--- src/rtl/wb_wr_arb.sv ---
// Register-file write-port arbiter: pipeline writeback vs long-latency unit, with
// same-rd WAW ordering, x0 suppression and starvation bound. Optional macro: WB_WR_ARB_PERF_EN.
module wb_wr_arb #(
  parameter int ADDR_W     = 5,
  parameter int DATA_W     = 32,
  parameter int STARVE_MAX = 4
) (
  input  logic              clk,
  input  logic              rst,
  input  logic              pipe_valid_i,
  output logic              pipe_ready_o,
  input  logic [ADDR_W-1:0] pipe_rd_addr_i,
  input  logic [DATA_W-1:0] pipe_rd_data_i,
  input  logic              lu_valid_i,
  output logic              lu_ready_o,
  input  logic [ADDR_W-1:0] lu_rd_addr_i,
  input  logic [DATA_W-1:0] lu_rd_data_i,
  output logic              rf_wr_en_o,
  output logic [ADDR_W-1:0] rf_wr_addr_o,
  output logic [DATA_W-1:0] rf_wr_data_o,
  output logic              pipe_stall_o,
  output logic [31:0]       perf_stall_cnt_o
);

  typedef enum logic {PRI_PIPE, PRI_LU} pri_e;

  localparam logic [3:0] STARVE_LIM = 4'(STARVE_MAX);

  pri_e              state_q, state_d;
  logic [3:0]        wait_q, wait_d;
  logic              en_q, en_d;
  logic [ADDR_W-1:0] addr_q, addr_d;
  logic [DATA_W-1:0] data_q, data_d;
  logic              pipe_gnt, lu_gnt, collide;

  always_comb begin
    // NOTE: every signal gets a default before any branch, so no latch can be inferred.
    pipe_gnt = 1'b0;
    lu_gnt   = 1'b0;
    // lu is the older instruction, so on a real rd clash it must write first.
    collide  = pipe_valid_i && lu_valid_i &&
               (pipe_rd_addr_i == lu_rd_addr_i) && (pipe_rd_addr_i != '0);
    if (!rst) begin
      if (collide) begin
        lu_gnt = 1'b1;
      end else if (state_q == PRI_LU) begin
        lu_gnt   = lu_valid_i;
        pipe_gnt = pipe_valid_i && !lu_valid_i;
      end else begin
        pipe_gnt = pipe_valid_i;
        lu_gnt   = lu_valid_i && !pipe_valid_i;
      end
    end
  end

  assign pipe_ready_o = pipe_gnt;
  assign lu_ready_o   = lu_gnt;
  assign pipe_stall_o = pipe_valid_i && !pipe_gnt;

  always_comb begin
    en_d    = 1'b0;
    addr_d  = addr_q;
    data_d  = data_q;
    wait_d  = wait_q;
    state_d = state_q;
    if (pipe_gnt) begin
      en_d   = (pipe_rd_addr_i != '0);
      addr_d = pipe_rd_addr_i;
      data_d = pipe_rd_data_i;
    end else if (lu_gnt) begin
      en_d   = (lu_rd_addr_i != '0);
      addr_d = lu_rd_addr_i;
      data_d = lu_rd_data_i;
    end
    if (lu_gnt || !lu_valid_i) begin
      wait_d = '0;
    end else if (wait_q < STARVE_LIM) begin
      wait_d = wait_q + 4'd1;
    end
    case (state_q)
      PRI_PIPE: if (wait_q != STARVE_LIM && wait_d == STARVE_LIM) state_d = PRI_LU;
      PRI_LU:   if (lu_gnt || !lu_valid_i) state_d = PRI_PIPE;
      default:  state_d = PRI_PIPE;
    endcase
  end

  always_ff @(posedge clk) begin
    // NOTE: non-blocking assignments keep every register sampling pre-edge values.
    if (rst) begin
      state_q <= PRI_PIPE;
      wait_q  <= '0;
      en_q    <= 1'b0;
      addr_q  <= '0;
      data_q  <= '0;
    end else begin
      state_q <= state_d;
      wait_q  <= wait_d;
      en_q    <= en_d;
      addr_q  <= addr_d;
      data_q  <= data_d;
    end
  end

  assign rf_wr_en_o   = en_q;
  assign rf_wr_addr_o = addr_q;
  assign rf_wr_data_o = data_q;

`ifdef WB_WR_ARB_PERF_EN
  logic [31:0] perf_q;

  always_ff @(posedge clk) begin
    if (rst) begin
      perf_q <= '0;
    end else if (pipe_stall_o) begin
      perf_q <= perf_q + 32'd1;
    end
  end

  assign perf_stall_cnt_o = perf_q;
`else
  assign perf_stall_cnt_o = '0;
`endif

endmodule

--- config.mk ---
export PLATFORM = sky130hd
export DESIGN_NAME = wb_wr_arb
export DESIGN_NICKNAME = d
export VERILOG_FILES = /design/src/rtl/wb_wr_arb.sv
export SDC_FILE = /design/constraint.sdc
export NUM_CORES = 1
export LEC_CHECK = 0
export CORE_ASPECT_RATIO = 1.75
export CORE_MARGIN = 2
export CORE_UTILIZATION = 34
export DETAILED_ROUTE_END_ITERATION = 10
export PLACE_DENSITY = 0.85
export SLEW_MARGIN = 20
export SYNTH_ARGS = -nofsm -noshare
export SYNTH_HDL_FRONTEND = slang
export SYNTH_SLANG_ARGS = --single-unit
--- constraint.sdc ---
create_clock -name clk -period 2.1 [get_ports clk]
set_clock_uncertainty 0.05 [all_clocks]
set_input_delay 0.525 -clock clk [delete_from_list [all_inputs] [get_ports clk]]
set_output_delay 0.525 -clock clk [all_outputs]
set_load 0.1 [all_outputs]
==> run metrics, run 1 <==
max incr delay on CP 0.24 ns; design area 0.00382 sq mm; simple-gate share of the synthesized area 18.0%; peak supply drop 496 uV; most used cell, CP buf_12; element type at the critical path start primary input; final setup vio count 3; EDFF count, synth 0; final period utilization 112%; drt drc 0; Iter 0 DRT Violations 72; # rows 40; Clk Latency, worst-skew pair 0.27 ns; mux contribution to synthesized area less than 1%; CTS tree done; Top FF cell, synth dfxtp_1; P&R area growth vs syn 57.9%; Final Non-Filler Cells a little over 500; CTS Buffer Depth 2; total negative slack -0.602 ns; Critical-path top delay cell dlygate4sd2_1; DIE WIDTH approximately 68 um; Gate Count Post-Synth a little under 300; xor/xnor share of the synthesized area 2.17%; first-pass GRT wire length roughly 11 mm; post-route ant nets 0; Routed WL per cell 13.9 um; final worst slack -0.252 ns; I/O pin count 151; clk sink count 43; FF-to-FF Start state_q; Cell Chain, Critical Path dlygate4sd2_1 > nand2_2 > nand4b_1 > buf_6 > o21ai_4 > buf_12 > inv_16 > nor2_4 > buf_12; main combinational cell family by area after synthesis compound AO/OA/AOI/OAI gates; worst-margin pin slew 0.520 ns; CTS buffer count 5; Detail Placement HPWL 5.10 mm; Core Area 0.00686 sq mm; CP startpoint lu_valid_i; worst hold path class flop to flop; DRT Wirelength 7.00 mm; Port Buf Inserts ~120; layout cell share with drive strength beyond 1 30.4%; Critical Path AT between 1.5 and 2 ns; Final min period 2.35 ns; largest net degree at the start of global routing 38; post-synthesis sequential area ratio roughly 36%; status finished with violations; GR Overflow Total 0; NetSw 1.28 mW; fmax 425 MHz; GRT Util Overall between 10% and 20%; Critical Path RT 1.52 ns; Util after Layout 55.7%; portion of total power attributed to combinational logic a little over two fifths; Adder-Cell Fraction of Synth Area between 1 and 1.5%; Yosys cell types 32; Vias per Instance 4.95; die height around 120 um; slew margin rel. 65.3%; Flop pwr share 30.4%; hold path start wait_q[3]; clock network power share 26.8%; Final nets 500; overall die area 0.00783 sq mm; Pleak about 1.6 nW; Compound-Gate Fraction of Synth Area approximately 27%; Reg clk slew, reported paths 0.06 ns; Post-Syn Area 0.00242 sq mm; failing checks setup timing; final hold vios 0; CP Max Fanout 4; placed inst area 0.00360 sq mm; Met1 Wirelength 2.41 mm; n_diodes 0; commonest non-fill, non-tap cell in the layout clkdlybuf4s50_1; Placed Cells 493; syn avg cell area 8.31 sq um; antenna violations before repair 0; Pins Over Slew Limit 0; Yosys warnings 0; via count 2499; highest metal used met4; total power about 3 mW; Placer Congestion 0.753; hold slack 0.466 ns; hold_buf cts 0; vias in the first global route approximately 2400; initial core utilization 35.3%; RSZ-0062 raised after global routing yes; DR pass1 iterations 4; wire length on met2 4.04 mm; Seq cells post-synth 43; Async SR Flop Fraction 0%; post-place setup slack -0.693 ns; DR WL met3 429 um; Root Buffer Master clkbuf_16; max cap viols 0; switch share 42.5%; internal power 1.72 mW; critical path class primary input to output pin; type of destination of the critical path output pin; most frequent cells in the layout clkdlybuf4s50_1 (64), buf_4 (59), nor2_1 (45); H-tree Lvls 2; P per Cell Area around 800 mW/mm^2
area by class of cell:
| class | count | area, sq um |
|---|---|---|
| tap | 84 | 105 |
| inverter | 5 | 35.0 |
| sequential | 43 | 861 |
| multi-input combinational | 222 | 1360 |
| timing repair buffer | 143 | 1300 |
| fill | 611 | 3040 |
| clock buffer | 8 | 156 |
what timing repair did:
action,in CTS,in global routing
setup buffers,3,1
setup endpoints to repair,45,40
hold endpoints to repair,0,0
pin swaps,10,0
cloned,0,0
gates resized for setup,52,6
Yosys cell counts, types with 2 or more instances:
| cell | instances | area, sq um |
|---|---|---|
| nor2_1 | 47 | 176 |
| dfxtp_1 | 43 | 861 |
| buf_4 | 35 | 263 |
| nand2_1 | 34 | 128 |
| o21ai_0 | 34 | 170 |
| a211oi_2 | 30 | 375 |
| nor3_1 | 12 | 60.1 |
| clkbuf_1 | 10 | 37.5 |
| nor4_1 | 7 | 43.8 |
| buf_6 | 4 | 45.0 |
| inv_1 | 4 | 15.0 |
| xnor2_1 | 4 | 35.0 |
| a211oi_1 | 3 | 22.5 |
| a21oi_1 | 2 | 10.0 |
| buf_2 | 2 | 10.0 |
| ha_1 | 2 | 25.0 |
| o21ai_1 | 2 | 10.0 |
| xor2_1 | 2 | 17.5 |
power by group through the flow:
stage	Clock [mW]	Sequential, mW	Combinational (mW)
after floorplan	0	1.37	0.546
after global placement	0	0.926	1.26
after detailed placement	0	0.928	1.27
after CTS	0.822	0.912	1.28
after global routing	0.853	0.918	1.34
final	0.803	0.911	1.28
state kept, by name, indices dropped and copies added (netlist names):
signal and flops:
rf_wr_en_o 1, wait_q 4, rf_wr_data_o 32, rf_wr_addr_o 5, state_q 1
critical path: cells and delay by family:
kind,cells,cell delay [ns]
AOI/OAI and AO/OA,1,0.14
and+or+nand+nor,3,0.35
buffers and inverters,5,0.75
metal layers:
layer / track usage, % / up-vias
met5: 0 / -
li1: - / 1192
met3: 3.59 / 9
met4: 5.58 / 0
met2: 35.9 / 115
met1: 18.1 / 1183
worst paths after layout:
check	end	slack, ns	depth (start not counted)
max	pipe_stall_o	-0.25	9
min	wait_q[3]	0.47	2
max reg2reg	rf_wr_data_o[23]	0.47	7
min reg2reg	wait_q[3]	0.47	2
cell families (layout without fill, tap and decap cells):
group,after synthesis,count (layout)
other,1,32
buffers and inverters,57,156
and+or+nand+nor,104,104
AOI/OAI and AO/OA,77,77
adders and majority gates,2,2
muxes,1,1
DFF,43,43
xor gates and xnor gates,6,6
Note: power is estimated with default switching activity, not from simulation.
==> inputs of run 2 (changes only) <==
--- a/config.mk
+++ b/config.mk
@@ -14,3 +14,4 @@
 export SYNTH_ARGS = -nofsm -noshare
 export SYNTH_HDL_FRONTEND = slang
 export SYNTH_SLANG_ARGS = --single-unit
+export TNS_END_PERCENT = 30
==> run metrics, run 2 (same netlist as run 1, synthesis figures left out) <==
status finished with violations (unchanged); failing checks setup timing (unchanged); max incr delay on CP 0.35 ns (was 0.24 ns); portion of total power attributed to combinational logic 43.7% (was 42.8%); Flop pwr share 30.8% (was 30.4%); final period utilization 112% (about the same); CP startpoint lu_rd_addr_i[3] (was lu_valid_i); Final min period 2.36 ns (was 2.35 ns); final worst slack -0.262 ns (was -0.252 ns); CP Buf/Inv Count 3 (was 5); commonest non-fill, non-tap cell in the layout clkdlybuf4s50_1 (unchanged); Detail Placement HPWL 5.15 mm (was 5.10 mm); GRT Util Overall 18.7% (was 18.2%); Iter 0 DRT Violations 114 (was 72); cell family with most CP delay compound AO/OA/AOI/OAI gates (was buffers and inverters); DR pass1 iterations 6 (was 4); final hold vios 0 (unchanged); Vias per Instance 4.84 (was 4.95); Reg2Reg Setup Slack 0.50 ns (was 0.47 ns); Reg clk slew, reported paths 0.06 ns (about the same); largest net degree at the start of global routing 38 (unchanged); final setup vio count 3 (unchanged); clk sink count 43 (unchanged); vias in the first global route 2565 (was 2416); CTS Buffer Depth 2 (unchanged); Port Buf Inserts 118 (unchanged); NetSw 1.27 mW (was 1.28 mW); flip-flop count of the largest register after layout 32 (unchanged); Root Buffer Master clkbuf_16 (unchanged); design area 0.00382 sq mm (about the same); clock network power share 25.5% (was 26.8%); drt drc 0 (unchanged); Util after Layout 55.7% (about the same); critical path endpoint pipe_stall_o (unchanged); fmax 423 MHz (was 425 MHz); placed inst area 0.00362 sq mm (was 0.00360 sq mm); type of destination of the critical path output pin (unchanged); peak supply drop 487 uV (was 496 uV); via count 2449 (was 2499); R2R depth 6 (was 7); layout cell share with drive strength beyond 1 31.3% (was 30.4%); worst hold path class flop to flop (unchanged); Core Area 0.00686 sq mm (unchanged); max cap viols 0 (unchanged); CTS tree done (unchanged); Placer Congestion 0.715 (was 0.753); Pins Over Slew Limit 0 (unchanged); die height 116 um (unchanged); Fillers 613 (was 611); DRT Wirelength 7.02 mm (was 7.00 mm); total negative slack -0.556 ns (was -0.602 ns); FF-to-FF Start state_q (unchanged); antenna violations before repair 0 (unchanged); Clk Latency, worst-skew pair 0.27 ns (about the same); DIE WIDTH 67.7 um (unchanged); overall die area 0.00783 sq mm (unchanged); worst-margin pin slew 0.552 ns (was 0.520 ns); P per Cell Area 775 mW/mm^2 (was 786 mW/mm^2); # rows 40 (unchanged); critical path class primary input to output pin (unchanged); Pleak 1.58 nW (about the same); element type at the critical path start primary input (unchanged); Critical Path AT 1.79 ns (was 1.78 ns); most frequent cells in the layout clkdlybuf4s50_1 (64), buf_4 (62), nor2_1 (45) (was clkdlybuf4s50_1 (64), buf_4 (59), nor2_1 (45)); Critical Path RT 1.52 ns (about the same); Critical-path top delay cell a211o_2 (was dlygate4sd2_1); CTS buffer count 5 (unchanged); first-pass GRT wire length 11.3 mm (was 11.0 mm); P&R area growth vs syn 58.0% (was 57.9%); RSZ-0062 raised after global routing yes (unchanged); CP Max Fanout 3 (was 4); Cell Chain, Critical Path buf_6 > xor2_2 > a211o_2 > o21ai_4 > inv_16 > nor2_4 > buf_12 (was dlygate4sd2_1 > nand2_2 > nand4b_1 > buf_6 > o21ai_4 > buf_12 > inv_16 > nor2_4 > buf_12); slew margin rel. 63.2% (was 65.3%); I/O pin count 151 (unchanged); H-tree Lvls 2 (unchanged); GR Overflow Total 0 (unchanged); post-route ant nets 0 (unchanged); switch share 43.0% (was 42.5%); internal power 1.69 mW (was 1.72 mW); Critical R2R Capture rf_wr_data_o[27] (was rf_wr_data_o[23]); Final nets 502 (was 500); n_diodes 0 (unchanged); Routed WL per cell 13.9 um (about the same); initial core utilization 35.3% (unchanged); critical path depth 7 (was 9)
==> run 2: how the worst min path moves through the flow <==
stage / from / end / slack [ns] / depth (start not counted)
after detailed placement: wait_q[3] / wait_q[3] / 0.44 / 2
after CTS: wait_q[3] / wait_q[3] / 0.45 / 2
after global routing: wait_q[3] / wait_q[3] / 0.49 / 2
after global placement: wait_q[3] / wait_q[3] / 0.43 / 2
after floorplan: wait_q[3] / wait_q[3] / 0.41 / 2
final: wait_q[3] / wait_q[3] / 0.45 / 2
==> run 2: layout make-up <==
type / instances / area (sq um) / area share (%)
repair buffers: 145 / 1300 / 34.1
multi-input cells: 222 / 1370 / 36.0
clock inverters: 1 / 5.00 / 0.131
well taps: 84 / 105 / 2.75
flip-flops and latches: 43 / 861 / 22.5
clock buffers: 6 / 139 / 3.64
inverters: 5 / 35.0 / 0.917
==> run 2: timing repair <==
| item | in CTS | in global routing |
|---|---|---|
| hold buffers | 0 | 0 |
| buffers inserted | 7 | 0 |
| pin swaps | 9 | 5 |
| gates resized for setup | 51 | 9 |
| setup endpoints to repair | 45 | 40 |
==> run 2: worst reg2reg max path: stages, from the launching register on <==
cell and delay [ns]:
dfxtp_1 0.35, a211oi_1 0.08, buf_4 0.14, o21ai_4 0.13, buf_4 0.45, nor2_1 0.09
a211oi_1 0.23
==> run 2: power groups by stage <==
stage | Combinational (mW) | Sequential [mW] | Clock [mW]
6_report | 1.29 | 0.912 | 0.754
5_1_grt | 1.35 | 0.920 | 0.821
4_1_cts | 1.29 | 0.913 | 0.780
3_5_place_dp | 1.28 | 0.930 | 0
3_3_place_gp | 1.26 | 0.927 | 0
2_1_floorplan | 0.544 | 1.37 | 0
==> run 2: stage by stage <==
stage,std cells,power (mW),hold slack [ns],worst slack (ns)
after floorplan,322,1.91,0.412,-0.513
after CTS,506,2.99,0.449,-0.267
final,506,2.96,0.447,-0.262
after global routing,506,3.09,0.491,-0.284
after detailed placement,493,2.21,0.439,-0.667
after global placement,493,2.19,0.430,-0.622
==> run 2: routing by layer <==
| metal | share of wire [%] | global-route usage (%) | vias up | wire, um |
|---|---|---|---|---|
| met5 | 0 | 0 | - | 0 |
| li1 | - | - | 1194 | - |
| met1 | 34 | 18.4 | 1143 | 2380 |
| met2 | 59 | 37.8 | 104 | 4140 |
| met4 | 1.5 | 5.17 | 0 | 104 |
| met3 | 5.6 | 3.11 | 8 | 393 |
==> inputs of run 3 (changes only) <==
--- a/config.mk
+++ b/config.mk
@@ -9,7 +9,8 @@
 export CORE_MARGIN = 2
 export CORE_UTILIZATION = 34
 export DETAILED_ROUTE_END_ITERATION = 10
-export PLACE_DENSITY = 0.85
+export GPL_TIMING_DRIVEN = 0
+export PLACE_DENSITY = 0.79
 export SLEW_MARGIN = 20
 export SYNTH_ARGS = -nofsm -noshare
 export SYNTH_HDL_FRONTEND = slang
==> run metrics, run 3 (same netlist as run 1, synthesis figures left out) <==
status finished with violations (unchanged); failing checks setup timing (unchanged); Placer Congestion 0.750 (was 0.715); max incr delay on CP 0.29 ns (was 0.35 ns); final period utilization 119% (was 112%); initial core utilization 35.3% (unchanged); type of destination of the critical path output pin (unchanged); worst hold path class flop to flop (unchanged); via count 2583 (was 2449); max cap viols 0 (unchanged); post-route ant nets 0 (unchanged); Iter 0 DRT Violations 83 (was 114); final setup vio count 33 (was 3); I/O pin count 151 (unchanged); Final min period 2.49 ns (was 2.36 ns); layout cell share with drive strength beyond 1 26.2% (was 31.3%); Critical Path RT 1.52 ns (about the same); Routed WL per cell 14.0 um (was 13.9 um); final hold vios 0 (unchanged); Pins Over Slew Limit 0 (unchanged); Core Area 0.00686 sq mm (unchanged); worst-margin pin slew 1.00 ns (was 0.552 ns); slew margin rel. 33.3% (was 63.2%); CTS tree done (unchanged); NetSw 1.29 mW (was 1.27 mW); Fillers 629 (was 613); antenna violations before repair 0 (unchanged); internal power 1.74 mW (was 1.69 mW); switch share 42.5% (was 43.0%); GR Overflow Total 0 (unchanged); element type at the critical path start primary input (unchanged); overall die area 0.00783 sq mm (unchanged); DR pass1 iterations 4 (was 6); # rows 40 (unchanged); final worst slack -0.393 ns (was -0.262 ns); total power 3.03 mW (was 2.96 mW); Root Buffer Master clkbuf_16 (unchanged); fmax 401 MHz (was 423 MHz); Clk Latency, worst-skew pair 0.27 ns (about the same); die height 116 um (unchanged); Final Non-Filler Cells 539 (was 506); n_diodes 0 (unchanged); CTS Buffer Depth 2 (unchanged); RSZ-0062 raised after global routing yes (unchanged); CP Max Fanout 3 (unchanged); Flop pwr share 30.0% (was 30.8%); Placed Cells 523 (was 493); Final nets 534 (was 502); Critical-path top delay cell o21a_1 (was a211o_2); Cell Chain, Critical Path buf_2 > xnor2_2 > nand4b_1 > o21a_1 > buf_6 > buf_8 > nor2_4 > buf_12 (was buf_6 > xor2_2 > a211o_2 > o21ai_4 > inv_16 > nor2_4 > buf_12); flip-flop count of the largest register after layout 32 (unchanged); cell family with most CP delay buffers and inverters (was compound AO/OA/AOI/OAI gates); Vias per Instance 4.79 (was 4.84); Util after Layout 60.1% (was 55.7%); CP Buf/Inv Count 4 (was 3); vias in the first global route 2485 (was 2565); drt drc 0 (unchanged); Reg clk slew, reported paths 0.06 ns (about the same); H-tree Lvls 2 (unchanged); most frequent cells in the layout clkdlybuf4s50_1 (64), nor2_1 (45), dfxtp_1 (43) (was clkdlybuf4s50_1 (64), buf_4 (62), nor2_1 (45)); commonest non-fill, non-tap cell in the layout clkdlybuf4s50_1 (unchanged); clock network power share 26.5% (was 25.5%); P&R area growth vs syn 70.6% (was 58.0%); DRT Wirelength 7.54 mm (was 7.02 mm); DIE WIDTH 67.7 um (unchanged); GRT Util Overall 19.4% (was 18.7%); peak supply drop 449 uV (was 487 uV); hold slack 0.478 ns (was 0.447 ns); clk sink count 43 (unchanged); first-pass GRT wire length 11.6 mm (was 11.3 mm); CTS buffer count 5 (unchanged); Pleak 1.80 nW (was 1.58 nW); Port Buf Inserts 117 (was 118); Detail Placement HPWL 5.65 mm (was 5.15 mm); Critical Path AT 1.92 ns (was 1.79 ns); P per Cell Area 734 mW/mm^2 (was 775 mW/mm^2); largest net degree at the start of global routing 13 (was 38); portion of total power attributed to combinational logic 43.5% (was 43.7%); critical path class primary input to output pin (unchanged)
-- run 3: cell count changes in the layout (fill, tap and decap cells not counted), moves of 2 or more --
cell             change
buf_12               -3
buf_2                +2
buf_4               -20
buf_6                +2
buf_8                +4
clkbuf_1            +10
clkdlybuf4s15_1      +2
dlygate4sd2_1       +36
-- run 3: worst reg2reg max path: cells and delay by family, from the launching register on --
| kind | cells | cell delay (ns) |
|---|---|---|
| buffers and inverters | 4 | 0.56 |
| AOI/OAI and AO/OA | 4 | 0.83 |
| DFF | 1 | 0.34 |
-- run 3: timing repair --
action | 4_1_cts | 5_1_grt
endpoints found under the setup margin | 78 | 24
gates resized for setup | 129 | 15
hold buffers | 0 | 0
pin swaps | 12 | 4
buffers inserted | 7 | 2
-- run 3: cell type report --
type	count	area (sq um)	share of cell area [%]
multi-input cells	222	1390	33.7
well taps	84	105	2.55
clock buffers	8	156	3.79
plain buffers	51	372	9.01
inverters	5	35.0	0.850
repair buffers	126	1200	29.2
flip-flops and latches	43	861	20.9
-- run 3: power by group through the flow --
stage	Sequential [mW]	Combinational, mW	Clock [mW]
CTS	0.908	1.31	0.828
floorplan	1.37	0.544	0
detailed placement	0.928	1.32	0
global placement	0.926	1.31	0
global route	0.915	1.37	0.866
finish	0.909	1.32	0.801
-- run 3: layer usage --
metal / share of wire (%) / track usage [%] / vias up
li1: - / - / 1259
met1: 33 / 19.3 / 1184
met2: 56 / 36.2 / 118
met3: 7.3 / 4.85 / 22
met4: 3.2 / 8.57 / 0
met5: 0 / 0 / -
-- run 3: path summary, 6_finish.rpt --
kind	from	end	slack [ns]	depth (start not counted)
max	lu_rd_addr_i[0]	lu_ready_o	-0.39	8
min reg2reg	wait_q[3]	wait_q[3]	0.48	2
max reg2reg	state_q	rf_wr_data_o[20]	0.24	8
min	wait_q[3]	wait_q[3]	0.48	2
-- run 3: metrics by stage --
step	TNS [ns]	setup slack [ns]	cell area, sq um
after detailed placement	-26.31	-1.90	3860
after global routing	-4.79	-0.459	4120
final	-1.42	-0.393	4120
after CTS	-0.917	-0.347	4070
after floorplan	-1.02	-0.513	2580
after global placement	-24.27	-1.84	3860
